[config.mk]
export PLATFORM = sky130hd
export DESIGN_NAME = cci_mpf_fiu_responder_flat
export DESIGN_NICKNAME = d
export VERILOG_FILES = /design/src/rtl/cci_mpf_fiu_responder_if.sv /design/src/rtl/cci_mpf_fiu_responder.sv /design/src/flat_wrapper.sv
export SDC_FILE = /design/constraint.sdc
export NUM_CORES = 2
export LEC_CHECK = 0
export ABC_CLOCK_PERIOD_IN_PS = 5800
export BUFFER_PORTS_ARGS = -buffer_cell sky130_fd_sc_hd__buf_2
export CAP_MARGIN = 20
export CORE_AREA = 2 2 460 462
export CTS_CLUSTER_DIAMETER = 40
export DETAILED_ROUTE_END_ITERATION = 10
export DIE_AREA = 0 0 462 464
export SYNTH_ARGS = -nofsm -noshare
export SYNTH_HDL_FRONTEND = slang
export SYNTH_SLANG_ARGS = --single-unit
[constraint.sdc]
create_clock -name clk -period 5.8 [get_ports clk]
set_clock_uncertainty 0.2 [all_clocks]
set_input_delay 0.87 -clock clk [delete_from_list [all_inputs] [get_ports clk]]
set_output_delay 0.87 -clock clk [all_outputs]
set_load 0.1 [all_outputs]
[src/rtl/cci_mpf_fiu_responder_if.sv]
// CCI-style request/response bundle between an AFU-side master and the FIU responder.
// Carries both request channels, both response channels and the overflow flag.
interface cci_mpf_fiu_responder_if;
  logic         c0_tx_valid;
  logic [41:0]  c0_tx_addr;
  logic [15:0]  c0_tx_mdata;
  logic         c0_tx_alm_full;
  logic         c1_tx_valid;
  logic [41:0]  c1_tx_addr;
  logic [15:0]  c1_tx_mdata;
  logic [511:0] c1_tx_data;
  logic         c1_tx_alm_full;
  logic         c0_rx_valid;
  logic [15:0]  c0_rx_mdata;
  logic [511:0] c0_rx_data;
  logic         c1_rx_valid;
  logic [15:0]  c1_rx_mdata;
  logic         ovf_err;

  modport master (
    output c0_tx_valid, c0_tx_addr, c0_tx_mdata,
    output c1_tx_valid, c1_tx_addr, c1_tx_mdata, c1_tx_data,
    input  c0_tx_alm_full, c1_tx_alm_full,
    input  c0_rx_valid, c0_rx_mdata, c0_rx_data,
    input  c1_rx_valid, c1_rx_mdata, ovf_err
  );

  modport slave (
    input  c0_tx_valid, c0_tx_addr, c0_tx_mdata,
    input  c1_tx_valid, c1_tx_addr, c1_tx_mdata, c1_tx_data,
    output c0_tx_alm_full, c1_tx_alm_full,
    output c0_rx_valid, c0_rx_mdata, c0_rx_data,
    output c1_rx_valid, c1_rx_mdata, ovf_err
  );
endinterface

[src/rtl/cci_mpf_fiu_responder.sv]
// Fixed-latency FIU responder: per-channel timestamped FIFOs, in-order replies.
// Optional macro CCI_MPF_FIU_RESP_CHECK_EN makes dropped requests set sticky ovf_err.
module cci_mpf_fiu_resp_chan #(
  parameter int FIFO_LOG      = 4,
  parameter int LATENCY       = 8,
  parameter int ALMFULL_SLACK = 4
) (
  input  logic        clk,
  input  logic        reset_n,
  input  logic [15:0] now_i,
  input  logic        valid_i,
  input  logic [41:0] addr_i,
  input  logic [15:0] mdata_i,
  output logic        deq_o,
  output logic [41:0] head_addr_o,
  output logic        drop_o,
  output logic        alm_full_o,
  output logic        rx_valid_o,
  output logic [15:0] rx_mdata_o
);
  localparam int DEPTH = 1 << FIFO_LOG;
  localparam int CW    = FIFO_LOG + 1;

  logic [41:0]         addr_mem  [DEPTH];
  logic [15:0]         mdata_mem [DEPTH];
  logic [15:0]         stamp_mem [DEPTH];
  logic [FIFO_LOG-1:0] wr_q, rd_q;
  logic [CW-1:0]       cnt_q, cnt_d;
  logic                alm_q, alm_d;
  logic                vld_q;
  logic [15:0]         mdata_q;
  logic                full, enq;
  logic [15:0]         age;

  // Full is judged on occupancy before this edge's dequeue.
  always_comb begin
    full   = (cnt_q == CW'(DEPTH));
    enq    = valid_i & ~full;
    drop_o = valid_i & full;
    age    = now_i - stamp_mem[rd_q];
    deq_o  = (cnt_q != '0) && (age >= 16'(LATENCY));
    cnt_d  = cnt_q + CW'(enq) - CW'(deq_o);
    alm_d  = (cnt_d >= CW'(DEPTH - ALMFULL_SLACK));
  end

  assign head_addr_o = addr_mem[rd_q];

  // Storage only; pointers and count carry validity.
  always_ff @(posedge clk) begin
    if (enq) begin
      addr_mem[wr_q]  <= addr_i;
      mdata_mem[wr_q] <= mdata_i;
      stamp_mem[wr_q] <= now_i;
    end
  end

  // Pointer/occupancy bookkeeping and registered response.
  always_ff @(posedge clk or negedge reset_n) begin
    if (!reset_n) begin
      wr_q    <= '0;
      rd_q    <= '0;
      cnt_q   <= '0;
      alm_q   <= 1'b0;
      vld_q   <= 1'b0;
      mdata_q <= '0;
    end else begin
      if (enq)   wr_q <= wr_q + 1'b1;
      if (deq_o) rd_q <= rd_q + 1'b1;
      cnt_q <= cnt_d;
      alm_q <= alm_d;
      vld_q <= deq_o;
      if (deq_o) mdata_q <= mdata_mem[rd_q];
    end
  end

  assign alm_full_o = alm_q;
  assign rx_valid_o = vld_q;
  assign rx_mdata_o = mdata_q;
endmodule

module cci_mpf_fiu_responder #(
  parameter int FIFO_LOG      = 4,
  parameter int LATENCY       = 8,
  parameter int ALMFULL_SLACK = 4
) (
  input  logic clk,
  input  logic reset_n,
  cci_mpf_fiu_responder_if.slave bus
);
  logic [15:0]  now_q;
  logic         deq0, deq1, drop0, drop1;
  logic [41:0]  head0, head1;
  logic [511:0] data_d, data_q;
  logic         unused_bits;

  // Free-running timestamp source.
  always_ff @(posedge clk or negedge reset_n) begin
    if (!reset_n) now_q <= '0;
    else          now_q <= now_q + 16'd1;
  end

  cci_mpf_fiu_resp_chan #(
    .FIFO_LOG(FIFO_LOG), .LATENCY(LATENCY),
    .ALMFULL_SLACK(ALMFULL_SLACK)
  ) u_c0 (
    .clk(clk), .reset_n(reset_n), .now_i(now_q),
    .valid_i(bus.c0_tx_valid), .addr_i(bus.c0_tx_addr),
    .mdata_i(bus.c0_tx_mdata), .deq_o(deq0),
    .head_addr_o(head0), .drop_o(drop0),
    .alm_full_o(bus.c0_tx_alm_full),
    .rx_valid_o(bus.c0_rx_valid),
    .rx_mdata_o(bus.c0_rx_mdata)
  );

  cci_mpf_fiu_resp_chan #(
    .FIFO_LOG(FIFO_LOG), .LATENCY(LATENCY),
    .ALMFULL_SLACK(ALMFULL_SLACK)
  ) u_c1 (
    .clk(clk), .reset_n(reset_n), .now_i(now_q),
    .valid_i(bus.c1_tx_valid), .addr_i(bus.c1_tx_addr),
    .mdata_i(bus.c1_tx_mdata), .deq_o(deq1),
    .head_addr_o(head1), .drop_o(drop1),
    .alm_full_o(bus.c1_tx_alm_full),
    .rx_valid_o(bus.c1_rx_valid),
    .rx_mdata_o(bus.c1_rx_mdata)
  );

  // Read data: every 64-bit word is the line address tagged with its index.
  always_comb begin
    data_d = '0;
    for (int i = 0; i < 8; i++)
      data_d[i*64 +: 64] = {head0, 19'b0, 3'(i)};
  end

  // Capture read data only when a read response issues.
  always_ff @(posedge clk or negedge reset_n) begin
    if (!reset_n)  data_q <= '0;
    else if (deq0) data_q <= data_d;
  end

  assign bus.c0_rx_data = data_q;

`ifdef CCI_MPF_FIU_RESP_CHECK_EN
  logic ovf_q;

  // Sticky overflow flag, cleared only by reset.
  always_ff @(posedge clk or negedge reset_n) begin
    if (!reset_n) ovf_q <= 1'b0;
    else          ovf_q <= ovf_q | drop0 | drop1;
  end

  assign bus.ovf_err = ovf_q;
  assign unused_bits = ^{bus.c1_tx_data, head1, deq1};
`else
  assign bus.ovf_err = 1'b0;
  assign unused_bits = ^{bus.c1_tx_data, head1, deq1, drop0, drop1};
`endif
endmodule

[src/flat_wrapper.sv]
// flat-port wrapper written by rule: the top's interface ports become plain ports
module cci_mpf_fiu_responder_flat 
#(
  parameter int FIFO_LOG      = 4,
  parameter int LATENCY       = 8,
  parameter int ALMFULL_SLACK = 4
)
  (clk, reset_n, bus_c0_tx_valid, bus_c0_tx_addr, bus_c0_tx_mdata, bus_c1_tx_valid, bus_c1_tx_addr, bus_c1_tx_mdata, bus_c1_tx_data, bus_c0_tx_alm_full, bus_c1_tx_alm_full, bus_c0_rx_valid, bus_c0_rx_mdata, bus_c0_rx_data, bus_c1_rx_valid, bus_c1_rx_mdata, bus_ovf_err);
  cci_mpf_fiu_responder_if bus_i ();
  input  logic clk;
  input  logic reset_n;
  input wire logic [$bits(bus_i.c0_tx_valid)-1:0] bus_c0_tx_valid;
  input wire logic [$bits(bus_i.c0_tx_addr)-1:0] bus_c0_tx_addr;
  input wire logic [$bits(bus_i.c0_tx_mdata)-1:0] bus_c0_tx_mdata;
  input wire logic [$bits(bus_i.c1_tx_valid)-1:0] bus_c1_tx_valid;
  input wire logic [$bits(bus_i.c1_tx_addr)-1:0] bus_c1_tx_addr;
  input wire logic [$bits(bus_i.c1_tx_mdata)-1:0] bus_c1_tx_mdata;
  input wire logic [$bits(bus_i.c1_tx_data)-1:0] bus_c1_tx_data;
  output wire logic [$bits(bus_i.c0_tx_alm_full)-1:0] bus_c0_tx_alm_full;
  output wire logic [$bits(bus_i.c1_tx_alm_full)-1:0] bus_c1_tx_alm_full;
  output wire logic [$bits(bus_i.c0_rx_valid)-1:0] bus_c0_rx_valid;
  output wire logic [$bits(bus_i.c0_rx_mdata)-1:0] bus_c0_rx_mdata;
  output wire logic [$bits(bus_i.c0_rx_data)-1:0] bus_c0_rx_data;
  output wire logic [$bits(bus_i.c1_rx_valid)-1:0] bus_c1_rx_valid;
  output wire logic [$bits(bus_i.c1_rx_mdata)-1:0] bus_c1_rx_mdata;
  output wire logic [$bits(bus_i.ovf_err)-1:0] bus_ovf_err;
  assign bus_i.c0_tx_valid = bus_c0_tx_valid;
  assign bus_i.c0_tx_addr = bus_c0_tx_addr;
  assign bus_i.c0_tx_mdata = bus_c0_tx_mdata;
  assign bus_i.c1_tx_valid = bus_c1_tx_valid;
  assign bus_i.c1_tx_addr = bus_c1_tx_addr;
  assign bus_i.c1_tx_mdata = bus_c1_tx_mdata;
  assign bus_i.c1_tx_data = bus_c1_tx_data;
  assign bus_c0_tx_alm_full = bus_i.c0_tx_alm_full;
  assign bus_c1_tx_alm_full = bus_i.c1_tx_alm_full;
  assign bus_c0_rx_valid = bus_i.c0_rx_valid;
  assign bus_c0_rx_mdata = bus_i.c0_rx_mdata;
  assign bus_c0_rx_data = bus_i.c0_rx_data;
  assign bus_c1_rx_valid = bus_i.c1_rx_valid;
  assign bus_c1_rx_mdata = bus_i.c1_rx_mdata;
  assign bus_ovf_err = bus_i.ovf_err;
  cci_mpf_fiu_responder #(.FIFO_LOG(FIFO_LOG), .LATENCY(LATENCY), .ALMFULL_SLACK(ALMFULL_SLACK)) u_core (.clk(clk), .reset_n(reset_n), .bus(bus_i));
endmodule
After elaboration in Yosys (flattened, before gate mapping) --
Memory sizes are Yosys's and may differ from the RTL's. A register that Yosys moved wholly into a read port is not among the register bits. Index checks and enable logic that the tools add are counted.
Cells by class: eq/ne operators 2, bitwise logic cells 4, $add $sub $neg 11, reductions and logical operators 6, multiplexer cells 4, magnitude comparators 4
Operator list (number):
- $ge 16x4->1 const B | 2
- $sub 16x16->16 | 2
- $add 16x1->16 const B | 1
- $add 4x1->4 const B | 4
- $add 5x1->5 | 2
- $eq 5x5->1 const B | 2
- $ge 5x4->1 const B | 2
- $reduce_bool 5->1 | 2
- $sub 5x1->5 | 2
- $mux 1 | 4
- $and 1x1->1 | 2
- $logic_and 1x1->1 | 2
- $logic_not 1->1 | 2
- $not 1->1 | 2
Storage, ports and cells: output and inout port bits 549, bits in registers 394, bits in writable memories 1696, logic and storage cells 48, memories 5, input bits 632
Memory list:
- u_core.u_c0.addr_mem | words 16, bits a word 42, rd ports 1, clocked after Yosys merged registers in 0, write ports 1, RTL line cci_mpf_fiu_responder.sv:24 | logic [41:0] addr_mem [DEPTH];
- u_core.u_c0.mdata_mem | words 16, bits a word 16, rd ports 1, clocked after Yosys merged registers in 1, write ports 1, RTL line cci_mpf_fiu_responder.sv:25 | logic [15:0] mdata_mem [DEPTH];
- u_core.u_c0.stamp_mem | words 16, bits a word 16, rd ports 1, clocked after Yosys merged registers in 0, write ports 1, RTL line cci_mpf_fiu_responder.sv:26 | logic [15:0] stamp_mem [DEPTH];
- u_core.u_c1.mdata_mem | words 16, bits a word 16, rd ports 1, clocked after Yosys merged registers in 1, write ports 1, RTL line cci_mpf_fiu_responder.sv:25
- u_core.u_c1.stamp_mem | words 16, bits a word 16, rd ports 1, clocked after Yosys merged registers in 0, write ports 1, RTL line cci_mpf_fiu_responder.sv:26

Depth between registers and ports, before layout --
depth after elaboration 6, depth in mapped cells 27, gate-level depth less buffers 21

Hierarchy --
From an unflattened synthesis, not the netlist that was laid out.
Second synthesis, totals: cells, all modules 4518, area total of the unflattened synthesis 99882.0 um^2
Modules (own cells, without submodules):
- cci_mpf_fiu_resp_chan (u_core.u_c1) | seq. area each 36329.8 um^2, cells each 1915, area each 47036.4 um^2, times used 1
- cci_mpf_fiu_resp_chan (u_core.u_c0) | seq. area each 36329.8 um^2, cells each 1983, area each 47022.6 um^2, times used 1
- cci_mpf_fiu_responder | seq. area each 1476.4 um^2, cells each 620, area each 5823.1 um^2, times used 1

Worst setup path after synthesis --
OpenSTA, ideal clock, no wires.
path type register to register, start point register u_core.u_c0.rd_q[0], end point register u_core.u_c0.alm_q (netlist: u_core.u_c0.alm_full_o), library setup time 0.118 ns, path buffers 5, required time 5.482 ns, setup slack -0.625 ns, clock period less this slack 6.425 ns, arrival 6.107 ns, stages on the path, launching flop included 25, path through dfrtp_1 > buf_2 > buf_2 > buf_2 > buf_1 > mux4_2 > mux4_2 > inv_1 > ha_1 > a211oi_1 > o211ai_1 > a41oi_1 > xnor2_1 > nand4_1 > nor4_4 > a31oi_4 > buf_6 > ha_1 > inv_1 > ha_1 > fa_1 > a21oi_1 > o21bai_1 > xnor2_1 > a21o_1
Between the ends: word-level cells in the longest chain between the ends 6
Ends and longest elaborated chain:
- from (decl) | RTL line cci_mpf_fiu_responder.sv:27 | logic [FIFO_LOG-1:0] wr_q, rd_q;
- from (signal assigned) | RTL line cci_mpf_fiu_responder.sv:68 | if (deq_o) rd_q <= rd_q + 1'b1;
- $mem_v2 16x16
- $sub 16x16->16 | RTL line cci_mpf_fiu_responder.sv:40 | age = now_i - stamp_mem[rd_q];
- $ge 16x4->1 | RTL line cci_mpf_fiu_responder.sv:41 | deq_o = (cnt_q != '0) && (age >= 16'(LATENCY));
- $logic_and 1x1->1 | RTL line cci_mpf_fiu_responder.sv:41
- via u_core.deq0 | RTL line cci_mpf_fiu_responder.sv:91 | logic deq0, deq1, drop0, drop1;
- $sub 5x1->5 | RTL line cci_mpf_fiu_responder.sv:42 | cnt_d = cnt_q + CW'(enq) - CW'(deq_o);
- via u_core.u_c0.cnt_d[4] | RTL line cci_mpf_fiu_responder.sv:28 | logic [CW-1:0] cnt_q, cnt_d;
- $ge 5x4->1 | RTL line cci_mpf_fiu_responder.sv:43 | alm_d = (cnt_d >= CW'(DEPTH - ALMFULL_SLACK));
- via u_core.u_c0.alm_d | RTL line cci_mpf_fiu_responder.sv:29 | logic alm_q, alm_d;
- to (signal assigned) | RTL line cci_mpf_fiu_responder.sv:70 | alm_q <= alm_d;
- to (decl) | RTL line cci_mpf_fiu_responder.sv:29
The timed path passes the listed nets, and every way through them passes these cells. A chain may end at the register's enable or synchronous reset.

Final worst setup path --
start point register u_core.u_c1.rd_q[0], end point register u_core.u_c1.cnt_q[4]
Between the ends: word-level cells in the longest chain between the ends 5
Ends and longest elaborated chain:
- from (decl) | RTL line cci_mpf_fiu_responder.sv:27
- from (signal assigned) | RTL line cci_mpf_fiu_responder.sv:68
- $mem_v2 16x16
- $sub 16x16->16 | RTL line cci_mpf_fiu_responder.sv:40
- $ge 16x4->1 | RTL line cci_mpf_fiu_responder.sv:41
- $logic_and 1x1->1 | RTL line cci_mpf_fiu_responder.sv:41
- via u_core.deq1 | RTL line cci_mpf_fiu_responder.sv:91
- $sub 5x1->5 | RTL line cci_mpf_fiu_responder.sv:42
- via u_core.u_c1.cnt_d[4] | RTL line cci_mpf_fiu_responder.sv:28
- to (signal assigned) | RTL line cci_mpf_fiu_responder.sv:69 | cnt_q <= cnt_d;
- to (decl) | RTL line cci_mpf_fiu_responder.sv:28
The timed path passes the listed nets, and every way through them passes these cells.

==> run metrics <==
core area=209200 um2; Port Buffer Count=roughly 460; most common cell after layout, fill and taps aside=edfxtp_1; remaining antenna violation count=0; Cells after Synth=3590; sequential share of the synthesized area=72.42%; share of layout cells above drive strength 1=between 30% and 40%; status=completed; crit path cell chain=buf_12 > buf_16 > mux4_2 > mux4_2 > inv_2 > ha_1 > nor2b_1 > o31a_1 > o31a_1 > or3_1 > a22oi_2 > nand4_1 > nor2_2 > a21oi_1 > ha_1 > inv_1 > ha_1 > fa_2 > a21oi_2 > o21bai_1 > xnor2_1 > buf_4; family with the most delay on the worst path=adder cells; vias in the first global route=roughly 36000; instance area after placement=just under 80000 um2; Slew HR=a little over a fifth; biggest area consumer among synthesized cells=edfxtp_1; HPWL after DPL=about 87000 um; DR WL/cell=23.72 um; grt ovf=0; number of synthesis warnings=0; row count=168; DR iter-0 viols=2999; Hold Fails Final Rpt=0; max_cap viols=0; met1 GRT Util=approximately a fifth; CTS tree=built; Clk Latency, worst-skew pair=just under 0.9 ns; drt total wl=167200 um; H-tree depth=5; vias per inst=about 5.0; critical path fanouts, max=8; Worst Tran Pin Value=roughly 1.2 ns; Worst Path Required=6.32 ns; Synth area leaders=edfxtp_1 68%, mux4_2 16%, buf_4 4.7%; grt met2 use=between 20% and 30%; WP data arrival=6.13 ns; clock input transition at the sequential cells of the worst setup and hold paths=roughly 0.06 ns; Die X=~460 um; Async SR Flop Fraction=6.659%; clock buffer depth=4; EDFF count, synth=approximately 1700; crit start category=flop; Top Ports=between 1000 and 1500; post-route minimum period=around 5.6 ns; total die area=approximately 210000 um2; crit path max-delay cell type=mux4_2; final instance area=about 88000 um2; first-pass GRT wire length=roughly 240000 um; endpoint class of the critical path=flop; mapped cell area=around 75000 um2; critical path's largest stage delay=0.51 ns; max-slew violation count=0; Layout area overhead=18.16%; DRC viols=0; Synth cell types=62; most frequent cells in the layout=1696 x edfxtp_1, 528 x mux4_2, 460 x buf_2; Peak Freq=between 150 and 200 MHz; Avg Cell Area, Syn=between 20 and 25 um2; Initial Util=a little over a third; top cell type's share of synthesized area=approximately 70%; flops & latches, synth=approximately 1800; Final GP Congestion=0.7727; placed cell count=6530; initial antenna violation count=34; GRT Total Usage=around 15%; root buffer cell=clkbuf_16; Inserted Clock Buffers=between 200 and 300; M3 GR Usage=around 3.3%; Sink Count=1817; WP buf/inv=5; Setup CP Type=flop to flop; Nets=around 4700; die height=464 um; Main synth FF type=edfxtp_1; Via Count=approximately 35000; endpoints failing setup=0; fin cells=7049; period utilization=between 90% and 100%; min-delay worst type=input pin to flop; Top Usage Layer GRT=met2; crit-path most repeated cell=ha_1; DR pass1 iterations=5; largest net degree at the start of global routing=158
## cell usage after synthesis (all sizes together), types with 2 or more instances
cell and n:
buf 530, edfxtp 1696, a311oi 2, a22oi 2, nand2 28, xnor2 25, xor2 20, or3 6
and2 54, nor3 12, nor4 2, mux2i 5, and3 8, a31oi 3, mux2 59, nor2b 24
o21ai 35, o21a 4, nor3b 4, mux4 528, dfrtp 121, or2 4, clkbuf 92, o31a 5
o211ai 10, a22o 19, a211oi 7, a21boi 2, o22ai 2, nand2b 4, a21o 12, inv 56
a221oi 2, nor2 28, nand3 31, o311a 2, a21oi 41, nand4 27, o31ai 3, o21bai 4
fa 4, o311ai 2, ha 53
## final timing paths
path                                      startpoint                     endpoint  slack, ns  depth (start not counted)
min in group asynchronous                    reset_n   u_core.bus.c0_rx_data[489]       0.34                          2
setup / recovery                 u_core.u_c1.rd_q[0]         u_core.u_c1.cnt_q[4]       0.19                         22
hold / removal                    bus_c0_tx_addr[39]  u_core.u_c0.addr_mem[5][39]       0.12                          1
setup reg to reg                 u_core.u_c1.rd_q[0]         u_core.u_c1.cnt_q[4]       0.19                         22
max in group asynchronous                    reset_n          u_core.u_c0.rd_q[1]       4.11                          3
hold reg to reg            u_core.u_c0.rx_mdata_o[1]    u_core.u_c0.rx_mdata_o[1]       0.28                          1
## area by class of cell
type                            count  area (um2)
Tap cell                         2805        3510
Sequential cell                  1817       53980
Timing Repair Buffer              605        3875
Fill cell                       18010      121100
Antenna cell                        4       10.01
Clock buffer                      335        7656
Multi-Input combinational cell   1259       16930
Clock inverter                    168        1863
Inverter                           56       210.2
## flip-flops by register name, summed over array words and instances, names as in the netlist
| signal | flops |
|---|---|
| u_core.u_c0.addr_mem | 672 |
| u_core.u_c0.mdata_mem | 256 |
| u_core.u_c0.stamp_mem | 256 |
| u_core.u_c1.mdata_mem | 256 |
| u_core.u_c1.stamp_mem | 256 |
| u_core.bus.c0_rx_data | 43 |
| u_core.now_q | 16 |
| u_core.u_c0.rx_mdata_o | 16 |
| u_core.u_c1.rx_mdata_o | 16 |
| u_core.u_c0.cnt_q | 5 |
| u_core.u_c1.cnt_q | 5 |
| u_core.u_c0.rd_q | 4 |
| u_core.u_c0.wr_q | 4 |
| u_core.u_c1.rd_q | 4 |
| u_core.u_c1.wr_q | 4 |
| u_core.u_c0.alm_full_o | 1 |
| u_core.u_c0.rx_valid_o | 1 |
| u_core.u_c1.alm_full_o | 1 |
| u_core.u_c1.rx_valid_o | 1 |
## per-stage QoR
step           setup TNS (ns)  util [%]  setup WS, ns  hold WS (ns)
2_1_floorplan               0         -       0.01038        0.2794
3_3_place_gp                0     37.37       0.07037        0.2619
3_5_place_dp                0     37.37       0.06683        0.2702
4_1_cts                     0     41.93       0.07244       0.04289
5_1_grt               -0.3540     42.09      -0.05528       0.08865
6_report                    0     42.09        0.1934        0.1234
## cells by family after synthesis
family	share of synthesized area, %
DFF	72.42
buffers and inverters	5.884
muxes	16.92
and+or+nand+nor	1.750
AOI/OAI and AO/OA	1.495
adders and majority gates	0.9975
xor gates and xnor gates	0.5290
other	0.005033
## worst reg2reg max path: cells and delay by family, from the launching register on
kind | cells | cell delay [ns]
adders and majority gates | 4 | 1.10
DFF | 1 | 0.41
and+or+nand+nor | 4 | 1.01
buffers and inverters | 5 | 0.59
AOI/OAI and AO/OA | 6 | 1.05
xor gates and xnor gates | 1 | 0.14
muxes | 2 | 1.00
## repair_timing
item | CTS | global route
setup buffers | 0 | 4
setup endpoints to repair | 0 | 36
hold buffers | 1 | 0
resized for setup | 0 | 23
endpoints found under the hold margin | 52 | 0
## routing by layer
metal,part of all wire [%],routed length [um]
met5,0.14,232
met4,2.2,3753
met1,43,71160
met3,6.0,10050
met2,49,81970
Power is not shown: default switching activity piles up to over one toggle a cycle in this logic, so the estimate is an artifact.
